**config.mk**
```make
export PLATFORM = sky130hd
export DESIGN_NAME = flex_counter_updown
export DESIGN_NICKNAME = d
export VERILOG_FILES = /design/src/rtl/flex_counter_updown.sv
export SDC_FILE = /design/constraint.sdc
export NUM_CORES = 1
export LEC_CHECK = 0
export ABC_CLOCK_PERIOD_IN_PS = 2150
export CORE_MARGIN = 2
export CORE_UTILIZATION = 30
export DETAILED_ROUTE_END_ITERATION = 10
export DONT_BUFFER_PORTS = 1
export SLEW_MARGIN = 20
export SYNTH_ARGS = -nofsm -noshare
export SYNTH_HDL_FRONTEND = slang
export SYNTH_SLANG_ARGS = --single-unit
```
**constraint.sdc**
```tcl
create_clock -name clk -period 2.15 [get_ports clk]
set_input_delay 0.43 -clock clk [delete_from_list [all_inputs] [get_ports clk]]
set_output_delay 0.43 -clock clk [all_outputs]
set_load 0.01 [all_outputs]
```
**src/rtl/flex_counter_updown.sv**
```systemverilog
// Up/down counter between 1 and a runtime rollover value, with registered terminal flags and a wrap-event counter.
// Latency: every input acts on the next rising edge, outputs purely registered; no backpressure, a step is taken whenever enabled.
module flex_counter_updown #(
  parameter int NUM_CNT_BITS = 4,
  parameter int WRAP_BITS    = 4,
  parameter int SATURATE     = 0
) (
  input  logic                    clk,
  input  logic                    n_rst,
  input  logic                    clear,
  input  logic                    load,
  input  logic [NUM_CNT_BITS-1:0] load_val,
  input  logic                    count_enable,
  input  logic                    count_up,
  input  logic [NUM_CNT_BITS-1:0] rollover_val,
  output logic [NUM_CNT_BITS-1:0] count_out,
  output logic                    rollover_flag,
  output logic                    bottom_flag,
  output logic                    wrap_pulse,
  output logic [WRAP_BITS-1:0]    wrap_count
);

  localparam logic [NUM_CNT_BITS-1:0] ONE = NUM_CNT_BITS'(1);

  logic [NUM_CNT_BITS-1:0] count_q, count_d;
  logic                    rollover_flag_q, rollover_flag_d;
  logic                    bottom_flag_q, bottom_flag_d;
  logic                    wrap_pulse_q, wrap_pulse_d;
  logic [WRAP_BITS-1:0]    wrap_count_q, wrap_count_d;
  logic                    wrap_step;

  always_comb begin
    count_d         = count_q;
    rollover_flag_d = 1'b0;
    bottom_flag_d   = 1'b0;
    wrap_pulse_d    = 1'b0;
    wrap_count_d    = wrap_count_q;
    wrap_step       = 1'b0;

    if (clear) begin
      count_d      = '0;
      wrap_count_d = '0;
    end else begin
      if (load) begin
        count_d = load_val;
      end else if (count_enable && (rollover_val != '0)) begin
        if (count_up) begin
          // >= rather than an overflow test: a loaded value above rollover_val wraps too
          if (count_q < rollover_val) begin
            count_d = count_q + ONE;
          end else if (SATURATE != 0) begin
            count_d = rollover_val;
          end else begin
            count_d   = ONE;
            wrap_step = 1'b1;
          end
        end else begin
          if (count_q > ONE) begin
            count_d = count_q - ONE;
          end else if (SATURATE == 0) begin
            count_d   = rollover_val;
            wrap_step = 1'b1;
          end
        end
      end

      rollover_flag_d = (count_d == rollover_val);
      bottom_flag_d   = (count_d == ONE);
      wrap_pulse_d    = wrap_step;
      if (wrap_step && (wrap_count_q != '1)) begin
        wrap_count_d = wrap_count_q + WRAP_BITS'(1);
      end
    end
  end

  always_ff @(posedge clk or negedge n_rst) begin
    if (!n_rst) begin
      count_q         <= '0;
      rollover_flag_q <= 1'b0;
      bottom_flag_q   <= 1'b0;
      wrap_pulse_q    <= 1'b0;
      wrap_count_q    <= '0;
    end else begin
      count_q         <= count_d;
      rollover_flag_q <= rollover_flag_d;
      bottom_flag_q   <= bottom_flag_d;
      wrap_pulse_q    <= wrap_pulse_d;
      wrap_count_q    <= wrap_count_d;
    end
  end

  assign count_out     = count_q;
  assign rollover_flag = rollover_flag_q;
  assign bottom_flag   = bottom_flag_q;
  assign wrap_pulse    = wrap_pulse_q;
  assign wrap_count    = wrap_count_q;

endmodule
```
-- Word-level counts from Yosys, hierarchy flattened
Index checks and enable logic that the tools add are counted.
- flip-flop bits (word level): 11
- output and inout port bits: 11
- logic and storage cells: 35
- eq/ne operators: 3
- reduce and logical (&&, ||, !) cells: 4
- multiplexer cells: 18
- $add $sub $neg: 3
- magnitude comparators: 2
- operators by type and width (cell ; number):
    2-to-1 mux 4 bit ; 9
    2-to-1 mux 1 bit ; 9
    adder 4 x 1 -> 4 bit, second input constant ; 2
    == test 4 x 1 -> 1 bit, second input constant ; 1
    == test 4 bit ; 1
    greater-than comparator 4 x 1 -> 1 bit, second input constant ; 1
    < comparator 4 bit ; 1
    != test 4 bit, second input constant ; 1
    nonzero test 4 bit ; 1
    subtractor 4 x 1 -> 4 bit, second input constant ; 1
    logical AND 1 bit ; 2
    nonzero test 2 bit ; 1

-- Logic depth before layout (Yosys ltp)
Gate-level depths: netlist (run 1).
- word-level depth: 9
- mapped depth: 8
- gate-level depth less buffers: 8

-- Least setup slack after synthesis (run 1)
OpenSTA, ideal clock, no wires.
- path type: reg2reg
- start point: register count_q[0], in the netlist count_out[0]
- end point: register wrap_count_q[3], in the netlist wrap_count[3]
- arrival time: 2.194 ns
- slack: -0.123 ns
- stages on the path, launching flop included: 8
- required time: 2.072 ns
- path through: dfrtp_1 -> inv_1 -> ha_1 -> nor2_1 -> or4_4 -> a2111o_1 -> or3_1 -> a21oi_1
- cells in the longest elaborated chain, start to end: 8
- elaborated cells on any way between the ends: 10
- RTL lines (item ; line ; text):
    from (decl) ; 25 ; logic [NUM_CNT_BITS-1:0] count_q, count_d;
    from (signal assigned) ; 84 ; count_q <= count_d;
    greater-than comparator 4 x 1 -> 1 bit / < comparator 4 bit (equally long branches) ; 58, 49 ;
    2-to-1 mux 1 bit (on tied branches) ; 58, 49 ;
    2-to-1 mux 1 bit (*) ; 47 ; if (count_up) begin
    2-to-1 mux 1 bit (*) ; 46 ; end else if (count_enable && (rollover_val != '0)) begin
    2-to-1 mux 1 bit (*) ; 44 ; if (load) begin
    2-to-1 mux 1 bit (*) ; 40 ; if (clear) begin
    logical AND 1 bit (*) ; 70 ; if (wrap_step && (wrap_count_q != '1)) begin
    nonzero test 2 bit (no source line) (*) ; - ;
    to (signal assigned) ; 88 ; wrap_count_q <= wrap_count_d;
    to (decl) ; 29 ; logic [WRAP_BITS-1:0] wrap_count_q, wrap_count_d;
Mark *: on every way between the ends. The rest lies on a longest branch, timed or not. The select of a mux whose other input is x is not followed.
A chain may end at the register's enable or synchronous reset.

-- Final worst setup path (run 1)
- start point: register count_q[0], in the netlist count_out[0]
- end point: register wrap_count_q[2], in the netlist wrap_count[2]
Same word-level chain as after synthesis.

==> flow_metrics.env, run 1 <==
export IMPL_status="finished, final reports clean"
export IMPL_crit_required_ps=2360
export IMPL_clk_latency_ps=270
export IMPL_worst_slew_pin_slew_ps=512
export IMPL_drv_slew=0
export IMPL_final_util_pct=40.3
export IMPL_ys_top_cells_by_count="nor2_1 (15), dfrtp_1 (11), a21oi_1 (8), nand2_1 (8), ha_1 (7)"
export IMPL_die_height_um=59.6
export IMPL_p_per_area_mw_per_mm2=490
export IMPL_grt_pass1_wl_um=3980
export IMPL_netlist_area_leader_share_pct=29.7
export IMPL_cts_buffer_depth=2
export IMPL_grt_overflow=0
export IMPL_synthFlopType="dfrtp_1"
export IMPL_cts_root_buf="clkbuf_4"
export IMPL_fin_nets=151
export IMPL_period_minus_slack_ps=2140
export IMPL_vias_per_cell=5.75
export IMPL_place_congestion=0.839
export IMPL_ant_nets=0
export IMPL_setup_viol=0
export IMPL_postPlaceCellArea_mm2=0.00105
export IMPL_synthTopCellsByArea="dfrtp_1 (30%), ha_1 (9.5%), nor2_1 (6.1%), a21oi_1 (4.3%), mux2_2 (3.6%)"
export IMPL_rsz0062_at_grt="true"
export IMPL_cts_buffers=3
export IMPL_initial_core_util_pct=30.8
export IMPL_max_slew_margin_pct=65.0
export IMPL_std_cell_rows=20
export IMPL_grt_pass1_vias=837
export IMPL_synth_edf_count=0
export IMPL_worstHoldStart="clear"
export IMPL_yosysSeqAreaShare_pct=29.7
export IMPL_finClkSkew_ps=0.958
export IMPL_htreeDepth=1
export IMPL_syn_area_per_cell_um2=8.34
export IMPL_synth_seq_cells=11
export IMPL_synth_nets=132
export IMPL_path_class="reg -> reg"
export IMPL_core_area_mm2=0.00300
export IMPL_min_path_cells=1
export IMPL_first_iter_violations=27
export IMPL_diodes=0
export IMPL_design_area_mm2=0.00121
export IMPL_area_delta_synth_final_pct=30.8
export IMPL_crit_arrival_ps=2350
export IMPL_p_leak_nw=0.522
export IMPL_r2r_slack_ps=7
export IMPL_io_pins=25
export IMPL_holdPathEnd="wrap_count[2]$_DFFE_PN0P_"
export IMPL_drcViolationCount=0
export IMPL_clk_pin_slew_worst_paths_ps=70
export IMPL_hold_viol_final=0
export IMPL_worstRegToRegCells=7
export IMPL_syn_area_um2=926
export IMPL_port_buffer_count=0
export IMPL_critical_path_startpoint_type="register"
export IMPL_dieArea_mm2=0.00355
export IMPL_dp_hpwl_um=1900
export IMPL_fp_dieW_um=59.6
export IMPL_min_delay_path_class="in -> reg"
export IMPL_cap_violations=0
export IMPL_ys_warn_count=0
export IMPL_drive_gt1_share_pct=34.9
export IMPL_vias=931
export IMPL_grtUsageTotal_pct=14.9
export IMPL_rr_endpoint="wrap_count[2]$_DFFE_PN0P_"
export IMPL_crit_fanout=5
export IMPL_clkSinkCount=11
export IMPL_end_kind="register"
export IMPL_avgRoutedWirePerCell_um=16.3
export IMPL_firstDrtPassIters=4
export IMPL_syn_inst=111
export IMPL_antenna_found_initial=0
export IMPL_async_flop_share_pct=100
export IMPL_cts_tree="done"
export IMPL_min_period_over_period_pct=99.7
export IMPL_reg2reg_from="count_out[0]$_DFF_PN0_"
export IMPL_post_synth_top_count_cell="nor2_1"
export IMPL_irDropWorstVdd_mv=0.230
export IMPL_grt_max_degree=18
export IMPL_fmax_mhz=467
export IMPL_drt_total_wl_um=2650
export IMPL_synth_largest_area_cell="dfrtp_1"
export IMPL_ys_types=39
## critical path, stage by stage, from the launching register on
cell and delay, ps:
dfrtp_2 450, inv_2 100, ha_4 140, nor2_2 60, or4_4 440, a2111o_1 410, or3_1 340, a21oi_2 130
## stage by stage
| step | hold slack (ps) | worst slack, ps | setup TNS [ps] | power (mW) | instances |
|---|---|---|---|---|---|
| 2_1_floorplan | 134 | 5.39 | 0 | 0.356 | 111 |
| 3_3_place_gp | 135 | -47.9 | -92.5 | 0.401 | 153 |
| 3_5_place_dp | 135 | -76.1 | -162 | 0.405 | 153 |
| 4_1_cts | 198 | 0.217 | 0 | 0.560 | 158 |
| 5_1_grt | 178 | -66.6 | -154 | 0.635 | 162 |
| 6_report | 204 | 6.73 | 0 | 0.593 | 162 |
## sequential cells by signal, summed over array words and instances, names as in the netlist
name           cells
count_out          4
rollover_flag      1
bottom_flag        1
wrap_pulse         1
wrap_count         4
## report_power, final
group          leakage (nW)  total, mW  internal (mW)  switching [mW]
Sequential            0.144      0.235          0.218          0.0175
Combinational         0.364      0.213          0.111           0.102
Clock                0.0150      0.144         0.0720          0.0723
Total                 0.522      0.593          0.401           0.192
## how the worst max path moves through the flow
stage | start | slack [ps] | endpoint | depth (start not counted)
final | count_out[0]$_DFF_PN0_ | 7 | wrap_count[2]$_DFFE_PN0P_ | 7
after global routing | count_out[0]$_DFF_PN0_ | -70 | rollover_flag$_DFF_PN0_ | 6
after CTS | count_out[0]$_DFF_PN0_ | 0.2 | wrap_count[3]$_DFFE_PN0P_ | 7
after detailed placement | rollover_val[3] | -80 | wrap_count[3]$_DFFE_PN0P_ | 8
after global placement | rollover_val[3] | -50 | wrap_count[2]$_DFFE_PN0P_ | 8
after floorplan | count_out[0]$_DFF_PN0_ | 5 | wrap_count[3]$_DFFE_PN0P_ | 7
## final cells by class
class / count / area [um2]
Fill cell: 303 / 1790
Multi-Input combinational cell: 88 / 686
Sequential cell: 11 / 280
Timing Repair Buffer: 20 / 153
Tap cell: 33 / 41.3
Clock buffer: 4 / 26.3
Inverter: 6 / 25.0
## kinds of logic (layout without fill, tap and decap cells)
group	after synthesis	count (layout)	synth area share [%]
adder cells (fa/ha/maj)	7	7	9.46
XOR/XNOR	3	3	2.84
flip-flops	11	11	29.7
AND/OR/NAND/NOR	43	43	23.8
AO/OA/AOI/OAI	29	29	21.1
multiplexers	6	6	6.89
buffers and inverters	12	30	6.22
## routing by layer
metal | track usage [%] | vias to the layer above | routed length [um]
met1 | 19.2 | 451 | 1070
met4 | 5.08 | 0 | 53
met5 | 0 | - | 0
met3 | 3.28 | 6 | 150
li1 | - | 444 | -
met2 | 24.5 | 30 | 1370
## cells in the final DEF, fill, tap and decap left out, types with 2 or more instances in the layout
cell	instances
a21oi_1	6
dfrtp_1	7
buf_4	19
mux2i_1	3
mux2_2	3
o21ai_1	2
nor2_1	14
xor2_1	3
inv_1	4
a41oi_1	2
or4_4	2
nor3_1	2
dfrtp_2	4
nand3_1	2
o21ai_0	3
ha_1	3
or3_1	2
nor2b_1	3
ha_4	4
nand2_1	8
clkbuf_4	3
nand2b_1	2
## what timing repair did
item	4_1_cts	5_1_grt
pin swaps	0	6
setup buffers	0	4
gates resized for setup	3	15
setup endpoints to repair	3	6
hold endpoints to repair	11	0
hold buffers	1	0
Power figures use the tool's default switching activity.
==> run 2, diff against run 1 <==
--- a/config.mk
+++ b/config.mk
@@ -6,7 +6,7 @@
 export NUM_CORES = 1
 export LEC_CHECK = 0
 export ABC_CLOCK_PERIOD_IN_PS = 2150
-export CORE_MARGIN = 2
+export CAP_MARGIN = 20
 export CORE_UTILIZATION = 30
 export DETAILED_ROUTE_END_ITERATION = 10
 export DONT_BUFFER_PORTS = 1
==> flow_metrics.env, run 2 (synthesis gave the netlist of run 1 again) <==
export IMPL_core_area_mm2=0.00283
export IMPL_postPlaceCellArea_mm2=0.00103
export IMPL_grt_pass1_wl_um=4030
export IMPL_worstRegToRegCells=7
export IMPL_drcViolationCount=2
export IMPL_max_stage_delay_ps=440
export IMPL_holdPathEnd="count_out[3]$_DFF_PN0_"
export IMPL_place_congestion=0.909
export IMPL_fp_dieW_um=57.6
export IMPL_fillerInstances=272
export IMPL_initial_core_util_pct=32.7
export IMPL_max_slew_margin_pct=66.5
export IMPL_crit_arrival_ps=2360
export IMPL_reg2reg_from="count_out[0]$_DFF_PN0_"
export IMPL_finClkSkew_ps=9.73
export IMPL_vias=909
export IMPL_irDropWorstVdd_mv=0.352
export IMPL_drt_total_wl_um=2440
export IMPL_rsz0062_at_grt="true"
export IMPL_rr_endpoint="wrap_count[2]$_DFFE_PN0P_"
export IMPL_final_util_pct=39.9
export IMPL_fin_nets=148
export IMPL_end_kind="register"
export IMPL_dieArea_mm2=0.00331
export IMPL_drv_slew=0
export IMPL_cpMaxStageDelayCell="dfrtp_2"
export IMPL_design_area_mm2=0.00113
export IMPL_status="finished, violations left"
export IMPL_grt_util_met1_pct=19.2
export IMPL_io_pins=25
export IMPL_std_cell_rows=19
export IMPL_cts_root_buf="clkbuf_4"
export IMPL_worst_slack_ps=-10.6
export IMPL_layout_commonest_cell="buf_4"
export IMPL_cts_tree="done"
export IMPL_grt_util_met3_pct=5.67
export IMPL_clk_latency_ps=270
export IMPL_port_buffer_count=0
export IMPL_dp_hpwl_um=1910
export IMPL_die_height_um=57.6
export IMPL_grtUsageTotal_pct=15.6
export IMPL_clk_pin_slew_worst_paths_ps=80
export IMPL_avgRoutedWirePerCell_um=15.5
export IMPL_cap_violations=0
export IMPL_final_cell_mix="buf_4 (16), nor2_1 (15), nand2_1 (8), dfrtp_1 (8)"
export IMPL_hold_viol_final=0
export IMPL_htreeDepth=1
export IMPL_period_minus_slack_ps=2160
export IMPL_r2r_slack_ps=-10
export IMPL_crit_required_ps=2350
export IMPL_clkSinkCount=11
export IMPL_violations="design-rule violations, negative setup slack"
export IMPL_crit_family="simple AND/OR/NAND/NOR gates"
export IMPL_use_met2_pct=26.6
export IMPL_drive_gt1_share_pct=30.2
export IMPL_worstHoldStart="clear"
export IMPL_min_delay_path_class="in -> reg"
export IMPL_worst_slew_pin_slew_ps=501
export IMPL_fin_total_pwr_mw=0.558
export IMPL_min_path_cells=1
export IMPL_vias_per_cell=5.79
export IMPL_crit_buf_inv=1
export IMPL_area_delta_synth_final_pct=22.0
export IMPL_antenna_found_initial=0
export IMPL_grt_overflow=0
export IMPL_grt_pass1_vias=866
export IMPL_cts_buffers=3
export IMPL_grt_max_degree=18
export IMPL_setup_viol=2
export IMPL_crit_chain="inv_2 -> ha_2 -> nor2_1 -> or4_4 -> a2111o_1 -> or3_4 -> a21oi_2"
export IMPL_p_per_area_mw_per_mm2=494
export IMPL_min_period_over_period_pct=100
export IMPL_cts_buffer_depth=2
export IMPL_fmax_mhz=463
export IMPL_p_leak_nw=0.510
export IMPL_grt_busiest_layer="met2"
export IMPL_critical_path_startpoint_type="register"
export IMPL_ant_nets=0
export IMPL_setup_tns_ps=-14.7
export IMPL_crit_fanout=5
export IMPL_firstDrtPassIters=7
export IMPL_diodes=0
export IMPL_first_iter_violations=17
export IMPL_path_class="reg -> reg"
[run 2: changes by cell type in the layout (fill, tap and decap cells not counted), moves of 2 or more]
cell	previous run	this run
ha_4	4	0
o21ai_0	3	5
buf_4	19	16
ha_1	3	6
o21ai_1	2	0
[run 2: routing by layer]
metal,share of wire [%],vias to the layer above
li1,-,437
met1,46,447
met2,48,25
met3,6.4,0
met4,0,0
met5,0,-
[run 2: layout make-up]
cell class,instances,area (um2),area share (%)
Sequential cell,11,279,24.7
Inverter,6,22.5,1.99
Multi-Input combinational cell,88,632,55.9
Tap cell,31,38.8,3.43
Clock inverter,1,5.00,0.443
Timing Repair Buffer,17,130,11.5
Clock buffer,3,22.5,1.99
[run 2: worst max-delay path by stage]
stage / startpoint / end / slack [ps] / depth (start not counted)
floorplan: count_out[0]$_DFF_PN0_ / wrap_count[3]$_DFFE_PN0P_ / 5 / 7
global placement: rollover_val[3] / wrap_count[2]$_DFFE_PN0P_ / -20 / 8
detailed placement: rollover_val[3] / rollover_flag$_DFF_PN0_ / -70 / 9
CTS: count_out[0]$_DFF_PN0_ / wrap_count[3]$_DFFE_PN0P_ / -40 / 7
global route: count_out[2]$_DFF_PN0_ / rollover_flag$_DFF_PN0_ / -110 / 6
finish: count_out[0]$_DFF_PN0_ / wrap_count[2]$_DFFE_PN0P_ / -10 / 7
[run 2: power by group]
group          switching, mW  internal (mW)
logic                 0.0952         0.0934
registers             0.0130          0.217
clock network         0.0705         0.0688
[run 2: worst reg2reg max path, cell delays in order (launching register included)]
cell	delay [ps]
dfrtp_2	440
inv_2	80
ha_2	170
nor2_1	60
or4_4	440
a2111o_1	440
or3_4	350
a21oi_2	110
[run 2: stage by stage]
stage | instances | setup slack [ps] | hold slack (ps)
6_report | 157 | -10.6 | 212
5_1_grt | 157 | -111 | 195
4_1_cts | 155 | -35.8 | 199
3_5_place_dp | 149 | -72.8 | 135
3_3_place_gp | 149 | -18.9 | 135
2_1_floorplan | 111 | 5.39 | 134
[run 2: what timing repair did]
action | CTS | global route
gates cloned | 0 | 0
buffers inserted | 1 | 2
hold endpoints to repair | 11 | 0
resized for setup | 1 | 6
pin swaps | 3 | 3
hold buffers | 1 | 0
setup endpoints to repair | 3 | 6
==> run 3, diff against run 2 <==
--- a/config.mk
+++ b/config.mk
@@ -5,7 +5,7 @@
 export SDC_FILE = /design/constraint.sdc
 export NUM_CORES = 1
 export LEC_CHECK = 0
-export ABC_CLOCK_PERIOD_IN_PS = 2150
+export ABC_CLOCK_PERIOD_IN_PS = 2330
 export CAP_MARGIN = 20
 export CORE_UTILIZATION = 30
 export DETAILED_ROUTE_END_ITERATION = 10
==> constraint.sdc (replaced) <==
create_clock -name clk -period 2.33 [get_ports clk]
set_input_delay 0.466 -clock clk [delete_from_list [all_inputs] [get_ports clk]]
set_output_delay 0.466 -clock clk [all_outputs]
set_load 0.01 [all_outputs]
==> flow_metrics.env, run 3 (synthesis gave the netlist of run 1 again) <==
export IMPL_worstHoldStart="clear"
export IMPL_r2r_slack_ps=80
export IMPL_grt_pass1_vias=892
export IMPL_drv_slew=0
export IMPL_cts_root_buf="clkbuf_4"
export IMPL_final_cell_mix="nor2_1 (15), buf_4 (15), dfrtp_1 (9)"
export IMPL_finClkSkew_ps=1.16
export IMPL_cap_violations=0
export IMPL_crit_family="simple AND/OR/NAND/NOR gates"
export IMPL_crit_buf_inv=1
export IMPL_cp_depth=7
export IMPL_die_height_um=57.6
export IMPL_setup_viol=0
export IMPL_grtUsageTotal_pct=16.1
export IMPL_std_cell_rows=19
export IMPL_p_per_area_mw_per_mm2=459
export IMPL_timing_hold_ws_ps=242
export IMPL_hold_viol_final=0
export IMPL_drcViolationCount=1
export IMPL_drt_total_wl_um=2460
export IMPL_design_area_mm2=0.00112
export IMPL_max_slew_margin_pct=68.1
export IMPL_postPlaceCellArea_mm2=0.00101
export IMPL_period_minus_slack_ps=2250
export IMPL_grt_max_degree=18
export IMPL_port_buffer_count=0
export IMPL_holdPathEnd="wrap_count[3]$_DFFE_PN0P_"
export IMPL_status="finished, violations left"
export IMPL_cts_tree="done"
export IMPL_antenna_found_initial=0
export IMPL_reg2reg_from="count_out[1]$_DFF_PN0_"
export IMPL_clk_pin_slew_worst_paths_ps=70
export IMPL_min_period_over_period_pct=96.7
export IMPL_end_kind="register"
export IMPL_firstDrtPassIters=7
export IMPL_cpMaxStageDelayCell="a2111o_1"
export IMPL_placed_cells=147
export IMPL_clkSinkCount=11
export IMPL_initial_core_util_pct=32.7
export IMPL_p_leak_nw=0.503
export IMPL_path_class="reg -> reg"
export IMPL_fin_total_pwr_mw=0.515
export IMPL_final_cells=156
export IMPL_fp_dieW_um=57.6
export IMPL_fin_nets=147
export IMPL_worstRegToRegCells=7
export IMPL_fmax_mhz=444
export IMPL_cts_buffer_depth=2
export IMPL_grt_pass1_wl_um=4000
export IMPL_cts_buffers=3
export IMPL_avgRoutedWirePerCell_um=15.8
export IMPL_violations="design-rule violations"
export IMPL_clk_latency_ps=270
export IMPL_min_path_cells=1
export IMPL_crit_chain="inv_2 -> ha_2 -> nor2_1 -> or4_4 -> a2111o_1 -> or3_1 -> a21oi_2"
export IMPL_rr_endpoint="wrap_count[3]$_DFFE_PN0P_"
export IMPL_io_pins=25
export IMPL_min_delay_path_class="in -> reg"
export IMPL_critical_path_startpoint_type="register"
export IMPL_first_iter_violations=8
export IMPL_core_area_mm2=0.00283
export IMPL_max_stage_delay_ps=490
export IMPL_worst_slew_pin_slew_ps=478
export IMPL_grt_overflow=0
export IMPL_dieArea_mm2=0.00331
export IMPL_area_delta_synth_final_pct=21.1
export IMPL_vias_per_cell=5.71
export IMPL_irDropWorstVdd_mv=0.297
export IMPL_diodes=0
export IMPL_drive_gt1_share_pct=28.0
export IMPL_crit_fanout=5
export IMPL_setup_tns_ps=0
export IMPL_dp_hpwl_um=1910
export IMPL_place_congestion=0.833
export IMPL_ant_nets=0
export IMPL_crit_arrival_ps=2460
export IMPL_vias=890
export IMPL_htreeDepth=1
export IMPL_crit_required_ps=2530
run 3: changes by cell type in the layout (fill, tap and decap cells not counted), sizes merged:
cell	before	now
buf	16	15
run 3: layout make-up:
class / instances / area [um2]
fillers: 283 / 1710
multi-input cells: 88 / 632
flip-flops and latches: 11 / 278
repair buffers: 16 / 123
well taps: 31 / 38.8
clock buffers: 3 / 22.5
inverters: 6 / 22.5
clock inverters: 1 / 5.00
run 3: power breakdown:
group / internal, mW / switching [mW] / leakage (nW) / total (mW)
clock network: 0.0636 / 0.0659 / 0.0177 / 0.130
registers: 0.200 / 0.0132 / 0.146 / 0.214
logic: 0.0858 / 0.0861 / 0.339 / 0.172
run 3: worst register-to-register path, cell delays in order (launching register included):
cell and delay, ps:
dfrtp_2 450, inv_2 100, ha_2 170, nor2_1 50
or4_4 420, a2111o_1 490, or3_1 380, a21oi_2 130
run 3: per-layer routing:
| metal | GRT usage, % | wire, um |
|---|---|---|
| met4 | 6.62 | 51 |
| met5 | 0 | 0 |
| met3 | 7.03 | 172 |
| met1 | 18.3 | 1040 |
| met2 | 26.4 | 1200 |
run 3: worst max-delay path by stage:
stage | from | slack [ps] | to
after CTS | count_out[1]$_DFF_PN0_ | 40 | wrap_count[3]$_DFFE_PN0P_
final | count_out[1]$_DFF_PN0_ | 80 | wrap_count[3]$_DFFE_PN0P_
after global routing | count_out[1]$_DFF_PN0_ | -20 | wrap_count[1]$_DFFE_PN0P_
after detailed placement | rollover_val[3] | -10 | wrap_count[3]$_DFFE_PN0P_
after floorplan | count_out[0]$_DFF_PN0_ | 60 | wrap_count[3]$_DFFE_PN0P_
after global placement | count_out[0]$_DFF_PN0_ | 50 | wrap_count[3]$_DFFE_PN0P_
run 3: what timing repair did:
item                                    CTS  global route
setup buffers                             0             4
gates resized for setup                   2            11
pin swaps                                 1             2
hold endpoints to repair                 11             0
endpoints found under the setup margin    1             4
hold buffers                              1             0
run 3: per-stage QoR:
stage                     util [%]  setup WS (ps)
after CTS                     37.2           39.5
after floorplan                  -           57.5
after detailed placement      35.8          -12.9
final                         39.6           77.3
after global routing          39.6          -22.1
after global placement        35.8           48.4
